`src/rtl/enc_pkg.sv`:
```
// Shared constants and helpers for the event encoder and related arbiters.
package enc_pkg;
    localparam int N = 8;
    localparam int W = 3;

    localparam logic PRIO_FIXED = 1'b0;
    localparam logic PRIO_RR    = 1'b1;

    function automatic logic [W-1:0] onehot_to_bin(input logic [N-1:0] oh);
        logic [W-1:0] b;
        b = '0;
        for (int i = 0; i < N; i++) begin
            if (oh[i]) b = b | W'(i);
        end
        return b;
    endfunction
endpackage

```
`src/rtl/event_encoder8_3_prio_pick.sv`:
```
// Combinational picker: highest set bit (fixed) or first set bit after ptr_i (round-robin).
module prio_pick
    import enc_pkg::*;
(
    input  logic [N-1:0] pend_i,
    input  logic [W-1:0] ptr_i,
    input  logic         mode_i,
    output logic         found_o,
    output logic [W-1:0] idx_o
);
    always_comb begin
        found_o = |pend_i;
        idx_o   = '0;
        if (mode_i == PRIO_RR) begin
            // Scan distances N..1 so the nearest index after ptr_i is assigned last.
            for (int k = N; k >= 1; k--) begin
                if (pend_i[(int'(ptr_i) + k) % N]) idx_o = W'((int'(ptr_i) + k) % N);
            end
        end else begin
            for (int i = 0; i < N; i++) begin
                if (pend_i[i]) idx_o = W'(i);
            end
        end
    end
endmodule

```
`src/rtl/event_encoder8_3.sv`:
```
// Sticky event collector that issues one 3-bit event code per valid/ready transfer.
module event_encoder8_3
    import enc_pkg::*;
#(
    parameter logic RR_MODE = PRIO_FIXED
) (
    input  logic         clk,
    input  logic         rst_n,
    input  logic [N-1:0] req_i,
    output logic [W-1:0] code_o,
    output logic         valid_o,
    input  logic         ready_i,
    output logic [N-1:0] pending_o,
    output logic         overflow_o,
    input  logic         clr_ovf_i
);
    logic [N-1:0] pend_q, pend_d, clear_vec;
    logic [W-1:0] code_q, code_d, ptr_q, ptr_d, pick_idx;
    logic         valid_q, valid_d, ovf_q, ovf_d;
    logic         found, out_free, issue;

    prio_pick u_pick (
        .pend_i  (pend_q),
        .ptr_i   (ptr_q),
        .mode_i  (RR_MODE),
        .found_o (found),
        .idx_o   (pick_idx)
    );

    always_comb begin
        out_free  = !valid_q || ready_i;
        issue     = out_free && found;
        clear_vec = issue ? (N'(1) << pick_idx) : '0;
        pend_d    = (pend_q & ~clear_vec) | req_i;
        // A repeat request on a still-pending bit is merged, hence lost.
        ovf_d     = (ovf_q && !clr_ovf_i) || |(req_i & pend_q & ~clear_vec);
        valid_d   = valid_q;
        code_d    = code_q;
        ptr_d     = ptr_q;
        if (out_free) begin
            valid_d = issue;
            if (issue) begin
                code_d = pick_idx;
                ptr_d  = pick_idx;
            end
        end
    end

    always_ff @(posedge clk or negedge rst_n) begin
        if (!rst_n) begin
            pend_q  <= '0;
            code_q  <= '0;
            valid_q <= 1'b0;
            ovf_q   <= 1'b0;
            ptr_q   <= W'(N - 1);
        end else begin
            pend_q  <= pend_d;
            code_q  <= code_d;
            valid_q <= valid_d;
            ovf_q   <= ovf_d;
            ptr_q   <= ptr_d;
        end
    end

    assign pending_o  = pend_q;
    assign code_o     = code_q;
    assign valid_o    = valid_q;
    assign overflow_o = ovf_q;
endmodule

```
`config.mk`:
```
export PLATFORM = sky130hd
export DESIGN_NAME = event_encoder8_3
export DESIGN_NICKNAME = d
export VERILOG_FILES = /design/src/rtl/enc_pkg.sv /design/src/rtl/event_encoder8_3_prio_pick.sv /design/src/rtl/event_encoder8_3.sv
export SDC_FILE = /design/constraint.sdc
export NUM_CORES = 1
export LEC_CHECK = 0
export CAP_MARGIN = 20
export CORE_UTILIZATION = 41
export DETAILED_ROUTE_END_ITERATION = 8
export PLACE_DENSITY_LB_ADDON = 0.1
export SLEW_MARGIN = 20
export SYNTH_ARGS = -nofsm -noshare
export SYNTH_HDL_FRONTEND = slang
export SYNTH_SLANG_ARGS = --single-unit
```
`constraint.sdc`:
```
create_clock -name clk -period 2.08 [get_ports clk]
set_input_delay 0.208 -clock clk [delete_from_list [all_inputs] [get_ports clk]]
set_output_delay 0.208 -clock clk [all_outputs]
set_load 0.03 [all_outputs]
```
==> flow_summary.ini <==
[run_status]
status = finished, final reports clean

[critical_path]
critical_path.reg2reg.startpoint = pending_o[6]$_DFF_PN0_
timing_worst_setup_path_type = flop to flop
cp_cell_sequence = nor4_4 > nand3_1 > a311oi_1 > nand4_1
worstPathMaxFanout = 9
timing.critical_path.to_type = flop
reg2reg_to = overflow_o$_DFF_PN0_
slowest_stage = sky130_fd_sc_hd__nor4_4
reg2regPathDepth = 4
crit_arrival_ns = 1.91
critical-path-top-delay-family = simple AND/OR/NAND/NOR gates
r2r_slack_ns = 0.32
max_stage_delay_ns = 0.52
worstPathRequired_ns = 2.23
critPathLaunchType = flop
cp_num_buf_inv = 0

[finish]
syn2layout_area_growth_pct = 44.9
finish.instance_area_sq_um = 908
antenna_cells = 0
num-nets-final = 103
fill_cells = 120
post_route_cells_drive_above_1_share_pct = 6.67

[timing]
final-max-slew-violation-count = 0
unrepaired_setup_endpoints_after_global_routing = false
timing.clock.skew_ns = 0.0102
maxSlewHeadroom_pct = 60.6
report.final.setup_viol = 0
finalWorstPathRequiredPeriod_ns = 1.76
fmax_mhz = 569
tightest_slew_ns = 0.585
final.hold.worst_slack_ns = 0.288
tns_ns = 0
min_period_over_period_pct = 84.6
finalHoldViolCount = 0

[global_route]
grt_first_pass_wirelength_microns = 2210
grt_start_max_net_pins = 14
global_route.usage.met1_pct = 27.9
number_of_global_route_vias_before_repair = 512
gr-max-usage-layer = met2
groute.layer.met2.usage_pct = 28.5
gr-usage-met3_pct = 4.89
grt_antenna_before_repair = 0
grt_remaining_overflow = 0
track_usage_pct = 21.1

[synth]
yosysTopAreaCellShare_pct = 51.9
synth-seq-cells = 13
post_synth_inst_count = 63
mux_cell_area_share_after_synthesis_pct = 0
synth_compound_area_share_pct = 26.7
ys_seq_area_share_pct = 51.9
synth_warnings = 0
synth_commonest_cells = sky130_fd_sc_hd__dfrtp_1 (13), sky130_fd_sc_hd__nand2_1 (6)
synth_simple_gate_area_share_pct = 19.0
yosysUniqueCellTypes = 23
synth_edf_count = 0
synthDominantAreaCellType = sky130_fd_sc_hd__dfrtp_1
post_synth_main_area_contributors = sky130_fd_sc_hd__dfrtp_1 (52%), sky130_fd_sc_hd__a21o_1 (4.8%), sky130_fd_sc_hd__a31oi_1 (4.0%), sky130_fd_sc_hd__nand2b_1 (4.0%), sky130_fd_sc_hd__nand2_1 (3.6%)
async_s_r_ff_share_synth_pct = 100
synthesis.area_sq_um = 627
synthesis.area_per_instance_sq_um = 9.95
main_combinational_cell_family_by_area_after_synthesis = compound AO/OA/AOI/OAI gates
ys_dominant_reg_cell = sky130_fd_sc_hd__dfrtp_1
synth_adder_area_share_pct = 0
synthXorXnorAreaFrac_pct = 0
yosysMostFrequentCell = sky130_fd_sc_hd__dfrtp_1
post_synthesis_net_count = 75

[place]
finalWeightedCongestion = 0.900
port-buffer-count = 24
place_hpwl_microns = 1060
placement.cell_area_sq_um = 882

[cts]
cts.htree.levels = 1
ctsResizeCount = 0
register_clock_pin_slew_on_the_reported_worst_setup_and_hold_paths_ns = 0.09
hold_buffers = 0
worst_skew_pair.late_latency_ns = 0.28
cts_setup_buffers = 0
clock_sinks = 13
cts.root.buffer_cell = sky130_fd_sc_hd__clkbuf_4
cts_buffer_depth = 2
cts-buffers-inserted = 3
cts_tree = done

[route]
antenna_violating_nets_post_route = 0
route.detailed.wl_per_inst_microns = 14.4
drt-total-wl_microns = 1520
drt_iter0_drc = 22
route.vias.total = 613
drt-vias-per-instance = 5.84
drt-pass1-iter-count = 5
drcViolationCount = 0

[run]
maxCapViolations = 0

[floorplan]
design.die.area_sq_um = 1690
die_y_microns = 41.1
row_count = 13
core_region_area_sq_um = 1370
die_width_microns = 41.1
initial_utilization_pct = 45.9
boundaryPins = 25

[hold_path]
worstHoldPathType = input port to asynchronous set/reset pin

[power_and_ir_drop]
worst_ir_drop_vdd_uv = 318
power.density_nw_per_um2 = 566
power.leakage_nw = 0.341
-- kinds of logic (layout without fill, tap and decap cells) --
group                  after synthesis  after routing
AOI/OAI and AO/OA                   25             25
buffers and inverters                4             31
and+or+nand+nor                     21             21
DFF                                 13             13
-- layout make-up --
class	instances	area, sq um	share of cell area [%]
multi-input cells	46	287	31.5
flip-flops and latches	13	325	35.8
well taps	15	18.8	2.07
inverters	3	11.3	1.24
repair buffers	24	240	26.4
clock buffers	4	26.3	2.89
-- per-stage QoR --
step / total power, W / util, % / instances / setup WS, ns
after detailed placement: 0.000356 / 64.6 / 101 / 0.392
final: 0.000514 / 66.5 / 105 / 0.321
after floorplan: 0.000309 / - / 63 / 0.432
after CTS: 0.000517 / 66.5 / 105 / 0.350
after global placement: 0.000355 / 64.6 / 101 / 0.418
after global routing: 0.000536 / 66.5 / 105 / 0.202
-- layer usage --
layer,up-vias,share of wire [%]
li1,293,-
met1,271,45
met3,10,7.7
met5,-,0
met4,0,3.5
met2,39,44
-- registers in the layout, summed over array words and instances (netlist names) --
name,count
overflow_o,1
pending_o,8
code_o,3
valid_o,1
-- power breakdown --
part	internal (W)	switching (W)	leakage (nW)
registers	0.000260	0.00000857	0.121
logic	0.0000419	0.0000410	0.205
clock network	0.0000744	0.0000884	0.0150
-- how the worst max path moves through the flow --
stage	cells past startpoint	endpoint	startpoint	slack [ns]
after global placement	5	overflow_o$_DFF_PN0_	ready_i	0.42
after global routing	4	overflow_o$_DFF_PN0_	pending_o[6]$_DFF_PN0_	0.20
after detailed placement	5	overflow_o$_DFF_PN0_	ready_i	0.39
after CTS	4	overflow_o$_DFF_PN0_	pending_o[6]$_DFF_PN0_	0.35
after floorplan	4	overflow_o$_DFF_PN0_	pending_o[6]$_DFF_PN0_	0.43
final	4	overflow_o$_DFF_PN0_	pending_o[6]$_DFF_PN0_	0.32
-- cell usage in the layout, fill, tap and decap left out, drive strengths merged, types with 3 or more instances in the layout --
cell           instances
a21o                   6
nor2                   3
clkbuf                 4
a31oi                  4
inv                    3
dfrtp                 13
nand2                  6
a21oi                  4
nand2b                 4
clkdlybuf4s50         24
o21ai                  4
nand3                  3
Power figures use the tool's default switching activity.
